<file path="config.mk">
export PLATFORM = sky130hd
export DESIGN_NAME = nrs_seq_ctrl
export DESIGN_NICKNAME = d
export VERILOG_FILES = /design/src/rtl/nrs_seq_ctrl.sv
export SDC_FILE = /design/constraint.sdc
export NUM_CORES = 1
export LEC_CHECK = 0
export CAP_MARGIN = 30
export CORE_MARGIN = 8
export CORE_UTILIZATION = 25
export CTS_CLUSTER_SIZE = 20
export DETAILED_ROUTE_END_ITERATION = 8
export PLACE_DENSITY = 0.53
export SYNTH_ARGS = -nofsm -noshare
export SYNTH_HDL_FRONTEND = slang
export SYNTH_SLANG_ARGS = --single-unit
</file>
<file path="constraint.sdc">
create_clock -name clk -period 7.25 [get_ports clk]
set_clock_uncertainty 0.15 [all_clocks]
set_input_delay 1.45 -clock clk [delete_from_list [all_inputs] [get_ports clk]]
set_output_delay 1.45 -clock clk [all_outputs]
set_load 0.005 [all_outputs]
</file>
<file path="src/rtl/nrs_seq_ctrl.sv">
`default_nettype none
// ============================================================================
// Module   : nrs_seq_ctrl
// Purpose  : NRS Gold-sequence controller. Computes c_init, sequences the
//            external x1/x2 LFSRs through load, warm-up and emit, and pairs the
//            emitted bits into QPSK pairs. Macro NRS_PARAM_CHECK_EN enables
//            input range checking with an err pulse.
// Revision : 1.0  initial release
// ============================================================================
module nrs_seq_ctrl #(
  parameter int NC        = 1600,
  parameter int M_OFFSET  = 109,
  parameter int NUM_PAIRS = 2
) (
  input  logic        clk,
  input  logic        rst,
  input  logic        start,
  input  logic [8:0]  cell_id,
  input  logic [4:0]  ns,
  input  logic [2:0]  l,
  input  logic        x1_bit,
  input  logic        x2_bit,
  output logic [27:0] seed,
  output logic        lfsr_init,
  output logic        lfsr_en,
  output logic        lfsr_out,
  output logic [1:0]  c_pair,
  output logic        c_valid,
  output logic        busy,
  output logic        done,
  output logic        err
);

  localparam int c_warm_len = NC + 2 * M_OFFSET;
  localparam int c_warm_w   = $clog2(c_warm_len + 1);
  localparam int c_emit_len = 2 * NUM_PAIRS;
  localparam int c_emit_w   = $clog2(c_emit_len + 1);

  typedef enum logic [2:0] {
    S_IDLE = 3'd0,
    S_CALC = 3'd1,
    S_LOAD = 3'd2,
    S_WARM = 3'd3,
    S_EMIT = 3'd4
  } state_t;

  state_t               r_state;
  state_t               w_next;
  logic [8:0]           r_cell_id;
  logic [4:0]           r_ns;
  logic [2:0]           r_l;
  logic [27:0]          r_seed;
  logic [c_warm_w-1:0]  r_warm_cnt;
  logic [c_emit_w-1:0]  r_emit_cnt;
  logic                 r_even_bit;
  logic [1:0]           r_c_pair;
  logic                 r_c_valid;
  logic                 r_done;
  logic                 r_busy;

  logic                 w_start_ok;
  logic                 w_in_range;
  logic                 w_accept;
  logic                 w_warm_last;
  logic                 w_emit_last;
  logic                 w_c;
  logic                 w_lfsr_init;
  logic                 w_lfsr_en;
  logic                 w_lfsr_out;
  logic [27:0]          w_sym_term;
  logic [27:0]          w_cell_term;
  logic [27:0]          w_prod;
  logic [27:0]          w_seed;

  // A start coinciding with the done pulse is dropped even though the FSM is already idle.
  assign w_start_ok = (r_state == S_IDLE) && start && !r_done;

`ifdef NRS_PARAM_CHECK_EN
  assign w_in_range = (cell_id <= 9'd503) && (ns <= 5'd19) && (l <= 3'd6);
`else
  assign w_in_range = 1'b1;
`endif

  assign w_accept    = w_start_ok && w_in_range;
  assign w_warm_last = (r_warm_cnt == c_warm_w'(c_warm_len - 1));
  assign w_emit_last = (r_emit_cnt == c_emit_w'(c_emit_len - 1));
  assign w_c         = x1_bit ^ x2_bit;

  // c_init = 2^10*(7*(ns+1)+l+1)*(2*cell_id+1) + 2*cell_id + 1, kept to 28 bits
  assign w_sym_term  = 28'd7 * (28'(r_ns) + 28'd1) + 28'(r_l) + 28'd1;
  assign w_cell_term = {18'd0, r_cell_id, 1'b1};
  assign w_prod      = w_sym_term * w_cell_term;
  assign w_seed      = {w_prod[17:0], 10'd0} + w_cell_term;

  always_ff @(posedge clk or negedge rst) begin
    if (!rst) begin
      r_state <= S_IDLE;
    end else begin
      r_state <= w_next;
    end
  end

  always_comb begin
    w_next      = r_state;
    w_lfsr_init = 1'b0;
    w_lfsr_en   = 1'b0;
    w_lfsr_out  = 1'b0;
    case (r_state)
      S_IDLE: begin
        if (w_accept) w_next = S_CALC;
      end
      S_CALC: begin
        w_next = S_LOAD;
      end
      S_LOAD: begin
        w_lfsr_init = 1'b1;
        w_next      = S_WARM;
      end
      S_WARM: begin
        w_lfsr_en = 1'b1;
        if (w_warm_last) w_next = S_EMIT;
      end
      S_EMIT: begin
        w_lfsr_en  = 1'b1;
        w_lfsr_out = 1'b1;
        if (w_emit_last) w_next = S_IDLE;
      end
      default: begin
        w_next = S_IDLE;
      end
    endcase
  end

  always_ff @(posedge clk or negedge rst) begin
    if (!rst) begin
      r_cell_id  <= '0;
      r_ns       <= '0;
      r_l        <= '0;
      r_seed     <= '0;
      r_warm_cnt <= '0;
      r_emit_cnt <= '0;
      r_even_bit <= 1'b0;
      r_c_pair   <= '0;
      r_c_valid  <= 1'b0;
      r_done     <= 1'b0;
      r_busy     <= 1'b0;
    end else begin
      r_c_valid <= 1'b0;
      r_done    <= 1'b0;

      if (w_accept) begin
        r_cell_id <= cell_id;
        r_ns      <= ns;
        r_l       <= l;
        r_busy    <= 1'b1;
      end else if (r_done) begin
        r_busy <= 1'b0;
      end

      if (r_state == S_CALC) r_seed <= w_seed;

      if (r_state == S_LOAD) begin
        r_warm_cnt <= '0;
      end else if (r_state == S_WARM) begin
        r_warm_cnt <= r_warm_cnt + c_warm_w'(1);
      end

      // Even bits are staged so c_pair only changes together with c_valid.
      if (r_state == S_WARM) begin
        r_emit_cnt <= '0;
      end else if (r_state == S_EMIT) begin
        r_emit_cnt <= r_emit_cnt + c_emit_w'(1);
        if (!r_emit_cnt[0]) begin
          r_even_bit <= w_c;
        end else begin
          r_c_pair  <= {r_even_bit, w_c};
          r_c_valid <= 1'b1;
        end
        if (w_emit_last) r_done <= 1'b1;
      end
    end
  end

`ifdef NRS_PARAM_CHECK_EN
  logic r_err;

  always_ff @(posedge clk or negedge rst) begin
    if (!rst) begin
      r_err <= 1'b0;
    end else begin
      r_err <= w_start_ok && !w_in_range;
    end
  end

  assign err = r_err;
`else
  assign err = 1'b0;
`endif

  assign seed      = r_seed;
  assign lfsr_init = w_lfsr_init;
  assign lfsr_en   = w_lfsr_en;
  assign lfsr_out  = w_lfsr_out;
  assign c_pair    = r_c_pair;
  assign c_valid   = r_c_valid;
  assign busy      = r_busy;
  assign done      = r_done;

endmodule
`default_nettype wire
</file>
==> summary.txt <==
OUTCOME
--------------------------------------------------------------------------------------------------
Run status                                                                            finished, final reports clean

GLOBAL ROUTING
--------------------------------------------------------------------------------------------------
GRT busiest layer                                                                             met2
Maximum number of pins on one net before global-route repair                                    69
Total grt overflow                                                                               0
Met1 Usage GRT                                                                               13.2%
Antenna violations before repair                                                                 0
Global routing met2 resource utilization                                                     18.1%
Grt met3 use                                                                                 2.81%
Wire length of the first global-routing pass                                               26.3 mm
Vias in the first global route                                                                5160
Overall routing resource usage                                                               10.6%

MIN PATH
--------------------------------------------------------------------------------------------------
Hold Path Class                                                                       flip-flop to flip-flop

DETAILED ROUTING
--------------------------------------------------------------------------------------------------
First-pass iteration count of the detailed router                                                4
Initial DRC Count                                                                              157
Post-route ant nets                                                                              0
Total number of vias                                                                          4800
Vias per std cell                                                                             4.30
Post-detailed-route DRC marker count                                                             0
Average wire length per cell after detail routing                                          14.2 um
Detailed Route WL                                                                          15.9 mm

TIMING
--------------------------------------------------------------------------------------------------
Highest achievable clock rate                                                              139 MHz
Fin crit share                                                                               99.5%
Worst slew pin tran                                                                       0.740 ns
Setup tns final                                                                               0 ns
Count of pins over their slew limit                                                              0
Worst slew margin relative to its limit                                                      50.1%
Time the final worst path needs with I/O delays and setup                                  7.21 ns
Final worst setup slack                                                                  0.0385 ns
Final hold violations                                                                            0
Unrepaired setup endpoints after global routing                                               true
Number of setup violations in the final report                                                   0

CLOCK NETWORK
--------------------------------------------------------------------------------------------------
Hold buffer count at CTS                                                                         0
Clock network latency to the later pin of the worst-skew pair                              0.35 ns
TritonCTS clock tree                                                                          done
Largest buffer count on any clock path                                                           2
CTS sink cnt                                                                                    68
Root Buffer                                                                              clkbuf_16
Clock H-tree levels                                                                              3
Number of clock buffers inserted by TritonCTS                                                    9
Clock transition time at the flip-flop clock pins of the worst setup and hold paths        0.06 ns

PWR
--------------------------------------------------------------------------------------------------
Static Leak                                                                                4.27 nW
Post-layout total power                                                                   0.887 mW
IR Drop Worst-Case VDD                                                                      101 uV
PD cells                                                                                104 mW/mm2

LAYOUT
--------------------------------------------------------------------------------------------------
Combined area of the multi-input logic cells                                           0.00463 mm2
Register cell area after layout                                                        0.00171 mm2
Final core occ                                                                               33.9%
Diode insertion count for antenna repair                                                         0
Share of final-layout standard cells stronger than drive strength 1                          20.5%
Number of fill cells                                                                          2617
Final net count                                                                                938
Area growth from synthesis to layout                                                         34.0%

WORST SETUP PATH
--------------------------------------------------------------------------------------------------
Critical path capture point type                                                         flip-flop
Cell repeated most along the worst path                                                       fa_1
Crit path largest cell delay                                                               0.55 ns
Startpoint type of the worst setup path                                                  flip-flop
Slowest CP cell                                                                               fa_1
Crit path max fanout                                                                             5
Type of the worst setup path                                                          flip-flop to flip-flop
Minimum setup slack among reg-to-reg paths                                                 0.04 ns
Required @ worst endpoint                                                                  7.32 ns
Data arrival time of the critical path                                                     7.28 ns

FLOORPLANNING
--------------------------------------------------------------------------------------------------
Initial core utilization                                                                     25.3%
Cell row count                                                                                  58
DIE AREA                                                                                0.0308 mm2
Overall die width                                                                           175 um
Core Area                                                                               0.0251 mm2
Io pins                                                                                         59
Vert. Die Dim                                                                               175 um

SYNTHESIS
--------------------------------------------------------------------------------------------------
Syn Area/Cell                                                                             9.55 um2
Library cells used by synthesis                                                                 53
Synth async-reset ratio                                                                       100%
Most used standard cell by instance count after synthesis                                  nand2_1
Cell types occupying the most area after synthesis                                    dfrtp_1 (27%), fa_1 (21%), ha_1 (13%)
Top cells by count, synth                                                             nand2_1 (118), inv_1 (85), dfrtp_1 (68), fa_1 (67), ha_1 (66)
Post-synthesis cell area                                                               0.00636 mm2
Sequential share of the synthesized area                                                     26.8%
Net count after synthesis                                                                      821
Post-synthesis instance total                                                                  666
Proportion of netlist area held by the largest area contributor                              26.8%
Leading area contributor after synthesis                                                   dfrtp_1
Count of flip-flops with a built-in enable after synthesis                                       0
Number of warnings printed during yosys synthesis                                                0
Primary flip-flop cell chosen by synthesis mapping                                         dfrtp_1
Number of flip-flops and latches in the synthesized netlist                                     68

PLACED DESIGN
--------------------------------------------------------------------------------------------------
Post-placement setup slack                                                               -0.228 ns
Final weighted congestion in routability-driven placement                                    0.790
Port Buffer Count                                                                               57
HPWL Detailed                                                                              12.4 mm

JOB
--------------------------------------------------------------------------------------------------
Number of max-cap violations                                                                     0

## sequential cells by signal, indices dropped and copies added (netlist names)
| name | flops |
|---|---|
| busy | 1 |
| r_even_bit | 1 |
| c_valid | 1 |
| r_cell_id | 9 |
| r_state | 3 |
| c_pair | 2 |
| r_l | 3 |
| seed | 28 |
| done | 1 |
| r_emit_cnt | 3 |
| r_ns | 5 |
| r_warm_cnt | 11 |
## worst max-delay path: cells and delay by family (launching register included)
kind | cells | cell delay (ns)
buffers and inverters | 3 | 0.26
adders and majority gates | 9 | 3.57
AOI/OAI and AO/OA | 7 | 1.25
xor gates and xnor gates | 4 | 0.63
and+or+nand+nor | 4 | 0.76
DFF | 1 | 0.47
## where the power goes
part | internal (mW) | switching, mW | leakage [nW] | total (mW)
logic | 0.0112 | 0.00977 | 3.24 | 0.0210
registers | 0.379 | 0 | 0.871 | 0.379
clock network | 0.300 | 0.187 | 0.151 | 0.487
total | 0.691 | 0.197 | 4.27 | 0.887
## cells by family (layout without fill, tap and decap cells)
logic type / count (synthesis) / after routing / synth area share [%]
compound gates: 89 / 89 / 8.70
xor+xnor: 31 / 31 / 4.49
buf+inv: 107 / 228 / 6.61
other cells: 1 / 1 / 0.0590
mux: 20 / 20 / 3.50
simple gates: 217 / 217 / 15.8
flops: 68 / 68 / 26.8
fa+ha+maj: 133 / 133 / 34.1
## cell usage in the layout, fill, tap and decap left out, types with 4 or more instances in the layout
cell type / n
inv_1: 79
fa_1: 66
clkbuf_16: 9
xnor2_1: 17
xor2_1: 7
and3_1: 5
o21ai_1: 5
o21a_1: 5
clkdlybuf4s50_1: 56
dfrtp_1: 65
nand2_1: 117
a21oi_1: 17
nand2b_1: 4
ha_1: 50
mux2_2: 18
and2_1: 40
ha_4: 15
inv_2: 6
buf_4: 66
a21o_1: 9
nor2_1: 17
o21ai_0: 27
nand3_1: 8
## stage by stage
step	instance area (um2)	hold WS, ns	instances
2_1_floorplan	6500	0.309	666
3_3_place_gp	7810	0.302	1087
3_5_place_dp	7820	0.312	1088
4_1_cts	8340	0.328	1108
5_1_grt	8520	0.327	1117
6_report	8520	0.319	1117
## metal layers
metal	part of all wire, %	wire, um
met1	46	7280
met2	49	7810
met3	3.8	604
met4	1.2	197
met5	0	0
## layout make-up
class / count / area share [%]
multi-input cells: 491 / 54.3
flip-flops and latches: 68 / 20.0
repair buffers: 127 / 13.3
well taps: 330 / 4.85
inverters: 86 / 3.79
clock buffers: 9 / 2.64
clock inverters: 6 / 1.06
## path summary, 6_finish.rpt
| kind | to | start | depth (start not counted) |
|---|---|---|---|
| hold / removal | seed[0] | seed[0] | 1 |
| hold reg to reg | seed[0] | seed[0] | 1 |
| setup reg to reg | seed[26] | r_ns[1] | 27 |
| min in group asynchronous | r_warm_cnt[1] | rst | 1 |
| setup / recovery | seed[26] | r_ns[1] | 27 |
| max in group asynchronous | r_ns[2] | rst | 2 |
## timing repair
item | in CTS | in global routing
setup endpoints to repair | 6 | 7
cloned | 0 | 0
pin swaps | 36 | 38
buffers inserted | 5 | 7
gates resized for setup | 23 | 22
No activity file was read; power rests on OpenSTA's default activity.
